[src/rtl/inst_loader.sv]
// Boot loader: turns a framed serial byte stream into 16-bit instruction RAM writes and holds the CPU in reset until the load ends.
// Latency: a word's low byte accepted in cycle t is written in cycle t+1; done/error rise one cycle after the deciding byte.
// Backpressure: in_ready is decoded from state only; it drops during the write cycle and outside an active load.
module inst_loader #(
    parameter logic [15:0] BASE_ADDR = 16'h0000,
    parameter logic [15:0] MAX_WORDS = 16'h1000
) (
    input  logic        clk,
    input  logic        rst,
    input  logic        start,
    input  logic [7:0]  in_data,
    input  logic        in_valid,
    output logic        in_ready,
    output logic        mem_ce,
    output logic        mem_we,
    output logic [15:0] mem_addr,
    output logic [15:0] mem_data,
    output logic        busy,
    output logic        done,
    output logic        error,
    output logic        cpu_hold
);

    typedef enum logic [3:0] {
        S_IDLE    = 4'd0,
        S_LEN_HI  = 4'd1,
        S_LEN_LO  = 4'd2,
        S_DATA_HI = 4'd3,
        S_DATA_LO = 4'd4,
        S_WRITE   = 4'd5,
        S_CHECK   = 4'd6,
        S_DONE    = 4'd7,
        S_ERROR   = 4'd8
    } state_t;

    state_t      state_q, state_d;
    logic [15:0] remain_q, remain_d;   // words still to be written
    logic [15:0] addr_q, addr_d;       // byte address of the next write
    logic [7:0]  hi_q, hi_d;           // holds LEN_HI or a word's high byte
    logic [15:0] word_q, word_d;       // assembled word presented to the RAM
    logic [7:0]  csum_q, csum_d;       // XOR of every frame byte so far

    logic        xfer;
    logic [15:0] len_w;

    assign xfer  = in_valid && in_ready;
    assign len_w = {hi_q, in_data};

    // RAM port shows the registered address/word; strobes come from the WRITE state alone
    assign mem_addr = addr_q;
    assign mem_data = word_q;

    // Output decode from the current state only, so nothing follows in_valid/in_data combinationally
    always_comb begin
        in_ready = 1'b0;
        busy     = 1'b1;
        mem_ce   = 1'b0;
        mem_we   = 1'b0;
        done     = 1'b0;
        error    = 1'b0;
        case (state_q)
            S_IDLE: begin
                busy = 1'b0;
            end
            S_LEN_HI, S_LEN_LO, S_DATA_HI, S_DATA_LO, S_CHECK: begin
                in_ready = 1'b1;
            end
            S_WRITE: begin
                mem_ce = 1'b1;
                mem_we = 1'b1;
            end
            S_DONE: begin
                busy = 1'b0;
                done = 1'b1;
            end
            S_ERROR: begin
                busy  = 1'b0;
                error = 1'b1;
            end
            default: begin
                busy = 1'b0;
            end
        endcase
        cpu_hold = busy;
    end

    // Next-state and datapath update: frame parsing, word assembly, checksum and address stepping
    always_comb begin
        state_d  = state_q;
        remain_d = remain_q;
        addr_d   = addr_q;
        hi_d     = hi_q;
        word_d   = word_q;
        csum_d   = csum_q;
        case (state_q)
            S_IDLE, S_DONE, S_ERROR: begin
                // done/error are the DONE/ERROR states, so leaving them clears both flags
                if (start) begin
                    state_d = S_LEN_HI;
                    csum_d  = 8'h00;
                    addr_d  = BASE_ADDR;
                end
            end
            S_LEN_HI: begin
                if (xfer) begin
                    hi_d    = in_data;
                    csum_d  = csum_q ^ in_data;
                    state_d = S_LEN_LO;
                end
            end
            S_LEN_LO: begin
                if (xfer) begin
                    csum_d   = csum_q ^ in_data;
                    remain_d = len_w;
                    if (len_w > MAX_WORDS) begin
                        state_d = S_ERROR;
                    end else if (len_w == 16'h0000) begin
                        state_d = S_CHECK;
                    end else begin
                        state_d = S_DATA_HI;
                    end
                end
            end
            S_DATA_HI: begin
                if (xfer) begin
                    hi_d    = in_data;
                    csum_d  = csum_q ^ in_data;
                    state_d = S_DATA_LO;
                end
            end
            S_DATA_LO: begin
                // The word is only latched once both halves are in, so an aborted word never reaches RAM
                if (xfer) begin
                    word_d  = {hi_q, in_data};
                    csum_d  = csum_q ^ in_data;
                    state_d = S_WRITE;
                end
            end
            S_WRITE: begin
                remain_d = remain_q - 16'd1;
                addr_d   = addr_q + 16'd2;
                if (remain_q == 16'd1) begin
                    state_d = S_CHECK;
                end else begin
                    state_d = S_DATA_HI;
                end
            end
            S_CHECK: begin
                if (xfer) begin
                    if (in_data == csum_q) begin
                        state_d = S_DONE;
                    end else begin
                        state_d = S_ERROR;
                    end
                end
            end
            default: begin
                state_d = S_IDLE;
            end
        endcase
    end

    // State and datapath registers; reset aborts any load and clears every output at once
    always_ff @(posedge clk or negedge rst) begin
        if (!rst) begin
            state_q  <= S_IDLE;
            remain_q <= 16'h0000;
            addr_q   <= 16'h0000;
            hi_q     <= 8'h00;
            word_q   <= 16'h0000;
            csum_q   <= 8'h00;
        end else begin
            state_q  <= state_d;
            remain_q <= remain_d;
            addr_q   <= addr_d;
            hi_q     <= hi_d;
            word_q   <= word_d;
            csum_q   <= csum_d;
        end
    end

endmodule

[config.mk]
export PLATFORM = sky130hd
export DESIGN_NAME = inst_loader
export DESIGN_NICKNAME = d
export VERILOG_FILES = /design/src/rtl/inst_loader.sv
export SDC_FILE = /design/constraint.sdc
export NUM_CORES = 1
export LEC_CHECK = 0
export BUFFER_PORTS_ARGS = -buffer_cell sky130_fd_sc_hd__buf_2
export CAP_MARGIN = 20
export CORE_UTILIZATION = 45
export DETAILED_ROUTE_END_ITERATION = 6
export PLACE_DENSITY = 0.62
export SLEW_MARGIN = 20
export SYNTH_ARGS = -nofsm -noshare
export SYNTH_HDL_FRONTEND = slang
export SYNTH_SLANG_ARGS = --single-unit
[constraint.sdc]
create_clock -name clk -period 3.25 [get_ports clk]
set_clock_uncertainty 0.15 [all_clocks]
set_input_delay 0.1625 -clock clk [delete_from_list [all_inputs] [get_ports clk]]
set_output_delay 0.1625 -clock clk [all_outputs]
set_load 0.005 [all_outputs]
==> impl_metrics.csv <==
group,metric,value,unit
logic_synthesis,yosysMostFrequentCell,"dfrtp_1",
logic_synthesis,syn_avg_cell_area,10.1,um^2
finish,syn_to_final_growth,14.0,%
worst_setup_path,start_kind,"register",
finish,finalNetCount,426,
drt,vias_per_cell,5.83,
placement,hpwl,6.13,mm
logic_synthesis,synthDominantCellAreaShare,45.7,%
power,internal-power,2.07,mW
worst_setup_path,crit_buf_inv,3,
power,seq_power_share,44.8,%
worst_setup_path,worstPathCellList,"and2b_2 -> nand3b_4 -> inv_2 -> buf_4 -> or2_2 -> buf_2",
run,maxCapViolCount,0,
power,vdd_ir_drop_max,0.375,mV
timing,post-route-min-period,2.77,ns
logic_synthesis,ys_top_cells_by_area,"dfrtp_1, mux2_2, nand2_1, o21ai_0, a221o_2",
clock_tree,cts_tree,"done",
floorplanning,initial_utilization,47.0,%
global_routing,grt_pass1_vias,2730,
logic_synthesis,synth_seq_area_share,45.7,%
clock_tree,cts.clk_slew.worst_paths,0.07,ns
global_routing,grtUsageTotal,21.4,%
worst_setup_path,cp-startpoint,"state_q[3]",
timing,fmax,0.361,GHz
logic_synthesis,async_reset_ff_share,100,%
clock_tree,cts.sinks,67,
finish,drive_gt1_share,28.6,%
timing,grt_setup_unrepaired,"false",
logic_synthesis,synth_edf_count,0,
timing,post-route-period-util,85.2,%
clock_tree,root_buffer,"clkbuf_8",
global_routing,grt_max_degree,36,
clock_tree,clk_latency,0.35,ns
power,power_per_cell_area,812,mW/mm^2
worst_setup_path,crit_type,"reg2out",
worst_setup_path,worstPathArrival,2.46,ns
floorplanning,die_h,92.3,um
floorplanning,rows,32,
drt,drt_iter0_drc,173,
drt,ant_nets,0,
timing,fin_setup_tns,0,ns
floorplanning,die_x,92.3,um
run_status,status,"finished clean",
logic_synthesis,syn-num-nets,379,
clock_tree,post_cts_buffers,0,
power,p_leak,1.83,nW
placement,dpl_cell_area,0.00398,mm^2
logic_synthesis,yosys_warnings,0,
global_routing,grt_pass1_wl,14.0,mm
power,total_power,3.40,mW
finish,antenna_cells,0,
drt,routed_wl,8.80,mm
drt,vias,3018,
worst_setup_path,critical-path-slowest-cell,"dfrtp_1",
logic_synthesis,yosysUniqueCellTypes,57,
timing,relSlewSlack,44.3,%
global_routing,grt_overflow,0,
timing,setup_viol,0,
worst_setup_path,cp-end-kind,"output pin",
placement,io_buffers,49,
worst_setup_path,cp_max_fo,25,
worst_hold_path,min_path_type,"in2reg",
logic_synthesis,ys.flop_type,"dfrtp_1",
worst_setup_path,cp_top_family,"simple AND/OR/NAND/NOR gates",
floorplanning,dieArea,0.00853,mm^2
power,swShare,39.0,%
worst_setup_path,worstPathRequired,2.94,ns
finish,final_cell_area,0.00419,mm^2
placement,place_congestion,0.816,
clock_tree,clockBufferDepth,2,
power,combPwrFrac,36.7,%
clock_tree,cts_buffers,9,
floorplanning,io_pins,51,
logic_synthesis,synth_area,0.00367,mm^2
worst_setup_path,timing.rr.start,"state_q[2]",
logic_synthesis,synthCells,364,
logic_synthesis,synthTopCellsByCount,"dfrtp_1, nand2_1, mux2_2",
power,switching_power,1.33,mW
floorplanning,core,0.00781,mm^2
power,p_clk_share,18.5,%
global_routing,antenna_found_initial,0,
logic_synthesis,synth_top_area_cell,"dfrtp_1",
timing,slew_viol_final,0,
clock_tree,ctsResizeCount,0,
drt,first_pass_iters,4,
worst_setup_path,slowest_delay,0.65,ns
clock_tree,cts.htree.levels,3,
timing,hold_viol_final,0,
logic_synthesis,ys_seq_elements,67,
timing,worst_pin_slew,0.834,ns
drt,drc,0,
finish,fill_cells,736,
drt,wl_per_cell,17.0,um
worst_hold_path,hold_path.startpoint,"in_data[7]",
## worst paths after layout
kind | to | slack, ns | cells past startpoint
worst min-delay path | hi_q[7] | 0.03 | 2
worst max register to register | remain_q[15] | 0.58 | 7
worst max-delay path | cpu_hold | 0.48 | 6
max in group asynchronous | remain_q[6] | 1.89 | 3
min in group asynchronous | mem_addr[7] | 0.29 | 2
worst min register to register | mem_addr[15] | 0.34 | 1
## worst register-to-register path, delay by kind of cell (launching register included)
kind	cells	cell delay, ns
compound gates	2	0.39
flops	1	0.67
buf+inv	2	0.57
simple gates	3	0.78
## power by group through the flow
stage               registers (mW)  clock network (mW)  logic [mW]
finish                        1.52               0.628        1.25
global route                  1.58               0.673        1.38
CTS                           1.52               0.643        1.26
detailed placement            1.53                   0        1.25
global placement              1.53                   0        1.23
floorplan                     1.39                   0       0.990
## through the flow
stage | setup slack [ns] | instances | hold WS (ns) | utilization, %
5_1_grt | 0.373 | 518 | 0.0366 | 53.6
3_3_place_gp | 0.817 | 499 | 0.144 | 51.0
4_1_cts | 0.489 | 518 | 0.0196 | 53.6
6_report | 0.479 | 518 | 0.0317 | 53.6
3_5_place_dp | 0.706 | 499 | 0.154 | 51.0
2_1_floorplan | 1.36 | 364 | -0.283 | -
## placed cells by master, fill, tap and decap left out, types with 3 or more instances in the layout
master,n
o21ai_0,23
a221o_2,8
xor2_1,8
nand3_1,14
mux2i_1,3
nor2b_1,8
buf_4,5
mux2_2,25
dlygate4sd3_1,3
nor2_1,22
inv_1,8
nand2_1,32
clkbuf_8,9
or3_1,3
ha_1,3
nor3_1,9
nor3b_1,10
dfrtp_1,67
o221a_2,3
a21oi_1,12
o211ai_1,4
o21a_1,7
buf_2,49
a211oi_1,5
nor3_2,3
and2_1,4
nand4_1,7
a31oi_1,5
nor4_1,10
## kinds of logic after synthesis
kind of cell / Yosys count / synth area share, %
and+or+nand+nor: 138 / 21.8
buffers and inverters: 30 / 3.75
other: 1 / 0.102
muxes: 28 / 8.48
adders and majority gates: 3 / 1.02
xor gates and xnor gates: 10 / 2.39
DFF: 67 / 45.7
AOI/OAI and AO/OA: 87 / 16.8
## what timing repair did
item                       in CTS  in global routing
hold buffers                    3                  0
hold endpoints to repair       35                  0
setup endpoints to repair       0                  0
## final cells by class
cell class	instances	area, um^2	area share, %
clock inverters	7	52.6	1.26
inverters	9	33.8	0.807
well taps	102	128	3.05
repair buffers	57	313	7.47
multi-input cells	267	1860	44.4
clock buffers	9	124	2.96
flip-flops and latches	67	1680	40.1
## per-layer routing
layer	routed length, um	vias up	GRT usage, %
met4	204	0	9.24
met5	0	-	0
li1	-	1456	-
met1	4220	1460	30.6
met3	388	15	4.27
met2	3980	87	31.5
## sequential cells by signal, summed over array words and instances (netlist names)
signal	cells
mem_data	16
remain_q	16
mem_addr	15
csum_q	8
hi_q	8
state_q	4
Power figures use the tool's default switching activity.
